--- config.mk ---
export PLATFORM = sky130hd
export DESIGN_NAME = game_round_ctrl
export DESIGN_NICKNAME = d
export VERILOG_FILES = /design/src/rtl/game_pkg.sv /design/src/rtl/game_round_ctrl_hit_detector.sv /design/src/rtl/game_round_ctrl.sv
export SDC_FILE = /design/constraint.sdc
export NUM_CORES = 1
export LEC_CHECK = 0
export ABC_AREA = 0
export CORE_MARGIN = 5
export CORE_UTILIZATION = 60
export DETAILED_ROUTE_END_ITERATION = 7
export PLACE_DENSITY = 0.81
export RECOVER_POWER = 50
export SYNTH_ARGS = -nofsm -noshare
export SYNTH_HDL_FRONTEND = slang
export SYNTH_SLANG_ARGS = --single-unit
--- constraint.sdc ---
create_clock -name clock -period 5.95 [get_ports clock]
set_clock_uncertainty 0.05 [all_clocks]
set_input_delay 1.785 -clock clock [delete_from_list [all_inputs] [get_ports clock]]
set_output_delay 1.785 -clock clock [all_outputs]
set_load 0.01 [all_outputs]
--- src/rtl/game_pkg.sv ---
// Shared definitions for the hoop game round controller.
//   game_state_t  : round FSM encoding, also driven out on the state port
//   TIME_W        : width of the seconds-remaining value
//   SCORE_W       : width of the score value
//   SENSOR_W      : number of hoop switches
//   SCORE_MAX_DEF : default score saturation value
//   sat_inc()     : saturating increment used for the score
package game_pkg;

  localparam int TIME_W        = 8;
  localparam int SCORE_W       = 8;
  localparam int SENSOR_W      = 3;
  localparam int SCORE_MAX_DEF = 99;

  typedef enum logic [2:0] {
    IDLE   = 3'd0,
    ARM    = 3'd1,
    PLAY   = 3'd2,
    COMMIT = 3'd3,
    OVER   = 3'd4
  } game_state_t;

  function automatic logic [SCORE_W-1:0] sat_inc(input logic [SCORE_W-1:0] value,
                                                 input logic [SCORE_W-1:0] limit);
    if (value >= limit) return limit;
    return value + SCORE_W'(1);
  endfunction

endpackage

--- src/rtl/game_round_ctrl_hit_detector.sv ---
// Hoop sensor conditioning.
// Synchronizes the asynchronous hoop switches, ORs their rising edges and
// suppresses further hits for HIT_LOCKOUT cycles after each counted one.
//   clock  : system clock
//   reset  : asynchronous, active-low reset
//   sensor : raw hoop switch levels
//   hit    : one-cycle pulse, a new rising edge outside the lockout window
module hit_detector
  import game_pkg::*;
#(
  parameter int HIT_LOCKOUT = 25_000_000
) (
  input  logic                clock,
  input  logic                reset,
  input  logic [SENSOR_W-1:0] sensor,
  output logic                hit
);

  localparam int LOCK_W = $clog2(HIT_LOCKOUT + 1);

  logic [SENSOR_W-1:0] sens_meta;
  logic [SENSOR_W-1:0] sens_sync;
  logic [SENSOR_W-1:0] sens_prev;
  logic [SENSOR_W-1:0] sens_rise;
  logic [LOCK_W-1:0]   lock_cnt;

  assign sens_rise = sens_sync & ~sens_prev;
  assign hit       = (|sens_rise) && (lock_cnt == '0);

  always_ff @(posedge clock or negedge reset) begin
    if (!reset) begin
      sens_meta <= '0;
      sens_sync <= '0;
      sens_prev <= '0;
      lock_cnt  <= '0;
    end else begin
      sens_meta <= sensor;
      sens_sync <= sens_meta;
      sens_prev <= sens_sync;
      // Lockout window covers the hit cycle plus HIT_LOCKOUT-1 more cycles.
      if (hit)
        lock_cnt <= LOCK_W'(HIT_LOCKOUT - 1);
      else if (lock_cnt != '0)
        lock_cnt <= lock_cnt - LOCK_W'(1);
    end
  end

endmodule

--- src/rtl/game_round_ctrl.sv ---
// Round sequencer for the hoop game.
// Runs the round lifecycle, gates score counting to the play window and
// hands the final score to the leaderboard with a one-cycle commit pulse.
//   clock     : system clock
//   reset     : asynchronous, active-low reset
//   start     : start button level (asynchronous)
//   sensor    : hoop switch levels (asynchronous)
//   state     : current round state (game_state_t encoding)
//   time_left : seconds remaining in ARM or PLAY
//   score     : current round score
//   playing   : high in PLAY
//   game_over : high in OVER
//   lb_commit : one-cycle leaderboard capture strobe
//
// state  | meaning
// IDLE   | after reset, waiting for the first start press
// ARM    | get-ready countdown, hits ignored
// PLAY   | timed play, hits add to the score
// COMMIT | single cycle, leaderboard captures the score
// OVER   | round finished, score held until the next start press
module game_round_ctrl
  import game_pkg::*;
#(
  parameter int TICK_CYCLES = 50_000_000,
  parameter int ROUND_SECS  = 30,
  parameter int ARM_SECS    = 3,
  parameter int HIT_LOCKOUT = 25_000_000,
  parameter int SCORE_MAX   = SCORE_MAX_DEF
) (
  input  logic                clock,
  input  logic                reset,
  input  logic                start,
  input  logic [SENSOR_W-1:0] sensor,
  output logic [2:0]          state,
  output logic [TIME_W-1:0]   time_left,
  output logic [SCORE_W-1:0]  score,
  output logic                playing,
  output logic                game_over,
  output logic                lb_commit
);

  localparam int TICK_W = $clog2(TICK_CYCLES + 1);

  game_state_t         cur_st;
  game_state_t         nxt_st;
  logic [TIME_W-1:0]   time_nxt;
  logic [SCORE_W-1:0]  score_nxt;
  logic [TICK_W-1:0]   tick_cnt;
  logic [TICK_W-1:0]   tick_cnt_nxt;
  logic                tick;
  logic                hit;
  logic                start_meta;
  logic                start_sync;
  logic                start_prev;
  logic                start_rise;

  hit_detector #(
    .HIT_LOCKOUT (HIT_LOCKOUT)
  ) u_hit_detector (
    .clock  (clock),
    .reset  (reset),
    .sensor (sensor),
    .hit    (hit)
  );

  always_ff @(posedge clock or negedge reset) begin
    if (!reset) begin
      start_meta <= 1'b0;
      start_sync <= 1'b0;
      start_prev <= 1'b0;
    end else begin
      start_meta <= start;
      start_sync <= start_meta;
      start_prev <= start_sync;
    end
  end

  assign start_rise = start_sync & ~start_prev;
  assign tick       = (tick_cnt == TICK_W'(TICK_CYCLES - 1));
  assign state      = cur_st;

  always_comb begin
    nxt_st    = cur_st;
    time_nxt  = time_left;
    score_nxt = score;
    unique case (cur_st)
      IDLE, OVER: begin
        if (start_rise) begin
          nxt_st    = ARM;
          time_nxt  = TIME_W'(ARM_SECS);
          score_nxt = '0;
        end
      end
      ARM: begin
        if (tick) begin
          if (time_left == TIME_W'(1)) begin
            nxt_st   = PLAY;
            time_nxt = TIME_W'(ROUND_SECS);
          end else begin
            time_nxt = time_left - TIME_W'(1);
          end
        end
      end
      PLAY: begin
        // A hit on the final tick still lands before COMMIT.
        if (hit)
          score_nxt = sat_inc(score, SCORE_W'(SCORE_MAX));
        if (tick) begin
          if (time_left == TIME_W'(1)) begin
            nxt_st   = COMMIT;
            time_nxt = '0;
          end else begin
            time_nxt = time_left - TIME_W'(1);
          end
        end
      end
      COMMIT: nxt_st = OVER;
      default: begin
        nxt_st    = IDLE;
        time_nxt  = '0;
        score_nxt = '0;
      end
    endcase

    // Second timer restarts on every state entry so phase lengths are exact.
    if (nxt_st != cur_st || tick)
      tick_cnt_nxt = '0;
    else
      tick_cnt_nxt = tick_cnt + TICK_W'(1);
  end

  always_ff @(posedge clock or negedge reset) begin
    if (!reset) begin
      cur_st    <= IDLE;
      time_left <= '0;
      score     <= '0;
      playing   <= 1'b0;
      game_over <= 1'b0;
      lb_commit <= 1'b0;
      tick_cnt  <= '0;
    end else begin
      cur_st    <= nxt_st;
      time_left <= time_nxt;
      score     <= score_nxt;
      playing   <= (nxt_st == PLAY);
      game_over <= (nxt_st == OVER);
      lb_commit <= (nxt_st == COMMIT);
      tick_cnt  <= tick_cnt_nxt;
    end
  end

endmodule

# Word-level counts from Yosys, hierarchy flattened
# Index checks and enable logic that the tools add are counted.
# W data, S select, Z words.
# classes
n_reduce_logical	11
n_eq_ne	14
order_cmp	1
n_shift	0
mul	0
n_div	0
bitwise_logic	6
n_mux	23
add_sub_neg	4
# ops
op	n
$mux W8	9
$mux W25	2
$pmux W8 S4	1
$add A26 B1 Y26 const B	1
$eq A26 B26 Y1 const B	1
$mux W26	1
$logic_not A25 Y1	1
$reduce_bool A25 Y1	1
$sub A25 B1 Y25 const B	1
$pmux W8 S3	1
$mux W3	5
$eq A3 B2 Y1 const B	4
$pmux W3 S4	1
$add A8 B1 Y8 const B	1
$eq A8 B1 Y1 const B	1
$ge A8 B7 Y1 const B	1
$ne A2 B2 Y1 const B	4
$sub A8 B1 Y8 const B	1
$eq A3 B3 Y1 const B	2
$reduce_and A4 Y1	1
$reduce_or A2 Y1	2
$and A3 B3 Y3	1
$eq A3 B1 Y1 const B	1
$logic_not A3 Y1	1
other kinds (10)	14
# word_totals
mem_bits_ro	0
output_inout_bits	22
regBits	85
n_memories	0
latch_bits	0
word_cells	73
ramBits	0

# Longest topological paths before layout
# depth
word_depth	9
mapped_depth	8

# Modules after synthesis
# A second synthesis with hierarchy kept.
# hier_totals
hier_cells	421
area_unflattened_um2	4210.3
# by_module_without_submodules
module	n_inst	cells_each	area_per_inst_um2
game_round_ctrl	1	273	2615.0
hit_detector	1	148	1595.3

# Least setup slack after synthesis
# Ideal clock, no wire load.
# synth_path
path_type	register -> output
startpoint	register cur_st[1] (netlist: state[1])
endpoint	output state[1]
n_path_buf	0
arrival_time_ps	454
t_required_ps	4115
path_stages_with_launch	1
setup_slack_ps	3661
cell_sequence	dfrtp_1
# synth_lines
item	line	source
from (decl)	game_round_ctrl.sv:44	game_state_t cur_st;
from (signal assigned)	game_round_ctrl.sv:142	cur_st <= nxt_st;
to (decl)	game_round_ctrl.sv:34	output logic [2:0] state,
# No word-level cell between the ends.

# Final worst setup path
# layout_path
startpoint	register cur_st[2] (netlist: state[2])
endpoint	output state[2]
# No word-level cell between the ends.

==> flow_summary.json <==
{
  "relSlewSlack_pct": -35.2,
  "clockBufferDepth": 2,
  "synthTopCellsByArea": "dfrtp_1, xor2_1, nor2_1, xnor2_1, o21ai_0",
  "drv_slew": 86,
  "min_to": "u_hit_detector.sens_sync[0]",
  "start_util_pct": 61.4,
  "synth_compound_area_share_pct": 11.3,
  "path_max_fanout": 15,
  "crit_slowest_cell": "clkdlybuf4s50_1",
  "synth-warning-count": 0,
  "syn_nets": 421,
  "synth.avg_cell_area_um2": 10.1,
  "use_met2_pct": 33.5,
  "synth.most_common_cell": "dfrtp_1",
  "use_met3_pct": 3.86,
  "cts.sinks": 85,
  "synth_top_family_by_area": "simple AND/OR/NAND/NOR gates",
  "synth-xor-area-share_pct": 7.39,
  "die_height_um": 93.2,
  "fp.coreArea_um2": 6760,
  "clk_pin_slew_ps": 90,
  "cts_root_buf": "clkbuf_8",
  "reg2reg_setup_slack_ps": 2800,
  "p_leak_uw": 0.00202,
  "status": "finished with violations",
  "vdd_ir_drop_max_v": 0.000212,
  "cp.required_ps": 4120,
  "fin_setup_tns_ps": 0,
  "drt_iter0_drc": 224,
  "netlist_instances": 410,
  "cts_tree": "built",
  "synth-simple-area-share_pct": 24.4,
  "synth_top_area_share_pct": 51.3,
  "cpPeakStageDelay_ps": 610,
  "hold_depth": 0,
  "violations": "capacitance limit, slew limit",
  "ys_ff_latch": 85,
  "final-setup-viol-count": 0,
  "rsz0062_at_grt": "no",
  "die-area_um2": 8680,
  "period_share_pct": 56.8,
  "p_comb_share_pct": 19.9,
  "power_density_nw_per_um2": 315,
  "seq_area_frac_synth_pct": 51.3,
  "synth_edf_count": 0,
  "htreeDepth": 3,
  "avgViaCountPerCell": 6.05,
  "n_antenna_cell": 0,
  "yosys.area_share.adder_pct": 1.51,
  "hold_viol": 0,
  "io_buffers": 27,
  "synth_ff_type": "dfrtp_1",
  "end_kind": "primary output",
  "min-delay-start": "u_hit_detector.sens_meta[0]",
  "use_met1_pct": 28.3,
  "postRouteWirelength_um": 8340,
  "via_count": 3186,
  "ys_top_cells_by_count": "dfrtp_1, nor2_1, nand2_1",
  "synth.distinct_cells": 52,
  "final_layout_size_suffix_gt1_share_pct": 6.71,
  "fmax_mhz": 296,
  "yosys.area.top_type": "dfrtp_1",
  "cp.arrival_ps": 1540,
  "hold_path.class": "reg -> reg",
  "async_flop_share_pct": 100,
  "cts-hold-fix-buffers": 0,
  "path_class": "reg -> out",
  "first_pass_iters": 7,
  "internal-power_uw": 997,
  "cts_setup_buffers": 0,
  "grt_usage_pct": 20.8,
  "r2r_end": "score[0]",
  "fin_crit_ps": 3380,
  "crit_family": "buffers and inverters",
  "overflow": 0,
  "power_switching_uw": 471,
  "grt_max_degree": 86,
  "p_clk_share_pct": 28.8,
  "crit_chain": "clkdlybuf4s50_1",
  "place_ws_ps": 2960,
  "fin_ws_ps": 2570,
  "antenna_found_initial": 0,
  "dpl.hpwl_um": 5770,
  "antenna_left": 0,
  "nets": 453,
  "crit_buf_inv": 1,
  "r2r-start": "u_hit_detector.lock_cnt[0]",
  "place_congestion": 0.850,
  "synth_mux_area_share_pct": 2.35,
  "synth_area_um2": 4150,
  "pwr-share-seq_pct": 51.3,
  "ios": 28,
  "cts_buffers": 9,
  "post_cts_resized": 0,
  "area.growth.synth_to_final_pct": 12.5,
  "wl_per_cell_um": 15.8,
  "grt_pass1_wl_um": 14500,
  "placement_rows": 30,
  "r2r_cells": 7,
  "worstSetupStartpointType": "register",
  "tightest_slew_ps": 2030,
  "fill_cells": 537,
  "switching_share_pct": 32.1,
  "grt_pass1_vias": 3193,
  "drv_cap": 1,
  "fp.dieW_um": 93.2,
  "top_usage_layer": "met2",
  "drc_errors": 0,
  "insertion_delay_ps": 360
}
flip-flops by register name, summed over array words and instances, names as in the netlist:
| name | cells |
|---|---|
| tick_cnt | 26 |
| u_hit_detector.sens_meta | 3 |
| u_hit_detector.sens_prev | 3 |
| lb_commit | 1 |
| score | 8 |
| state | 3 |
| start_meta | 1 |
| u_hit_detector.sens_sync | 3 |
| u_hit_detector.lock_cnt | 25 |
| start_prev | 1 |
| game_over | 1 |
| start_sync | 1 |
| time_left | 8 |
| playing | 1 |
cell families (layout without fill, tap and decap cells):
kind of cell,Yosys count,in the layout
AOI/OAI and AO/OA,74,74
xor gates and xnor gates,35,35
adders and majority gates,5,5
buffers and inverters,20,57
DFF,85,85
muxes,9,9
and+or+nand+nor,182,182
metal layers:
layer  wire (µm)  part of all wire (%)  vias to the layer above
met5           0                     0                        -
met4          69                  0.83                        0
met3         308                   3.7                        8
met2        4160                    50                       66
met1        3800                    46                     1562
li1            -                     -                     1550
through the flow:
step                      power (µW)  cells  utilization [%]  area, µm²  hold WS [ps]
after global placement          1050    511             66.5       4490           283
after global routing            1560    527             69.1       4670           316
final                           1470    527             69.1       4670           305
after CTS                       1490    527             69.6       4700           306
after floorplan                  956    410                -       4150           281
after detailed placement        1060    511             66.5       4490           285
how the worst max path moves through the flow:
| stage | start | end | slack, ps | depth (start not counted) |
|---|---|---|---|---|
| final | state[2] | state[2] | 2570 | 1 |
| after global routing | reset | time_left[6] | 2250 | 1 |
| after CTS | state[2] | state[2] | 2560 | 1 |
| after detailed placement | state[2] | state[2] | 2960 | 1 |
| after global placement | state[2] | state[2] | 2980 | 1 |
| after floorplan | state[1] | state[1] | 3660 | 0 |
cell type report:
type | count | area, µm² | share of cell area [%]
timing repair buffer | 27 | 265 | 5.69
clock inverter | 7 | 81.3 | 1.74
inverter | 14 | 52.6 | 1.13
multi-input combinational | 305 | 1920 | 41.1
tap | 80 | 100 | 2.15
clock buffer | 9 | 124 | 2.65
sequential | 85 | 2130 | 45.6
power groups by stage:
stage	clock, µW	combinational (µW)	sequential, µW
2_1_floorplan	0	198	757
6_report	423	292	754
4_1_cts	432	300	758
3_3_place_gp	0	286	762
3_5_place_dp	0	297	768
5_1_grt	460	330	771
placed cells by master, fill, tap and decap left out, types with 10 or more instances in the layout:
cell / count
nor3_1: 11
xor2_1: 22
xnor2_1: 13
nand2_1: 26
nor2_1: 48
a21oi_1: 21
clkdlybuf4s50_1: 22
o21ai_0: 22
nand4_1: 14
and3_1: 10
dfrtp_1: 85
inv_1: 14
nand3_1: 19
Note: power is estimated with default switching activity, not from simulation.
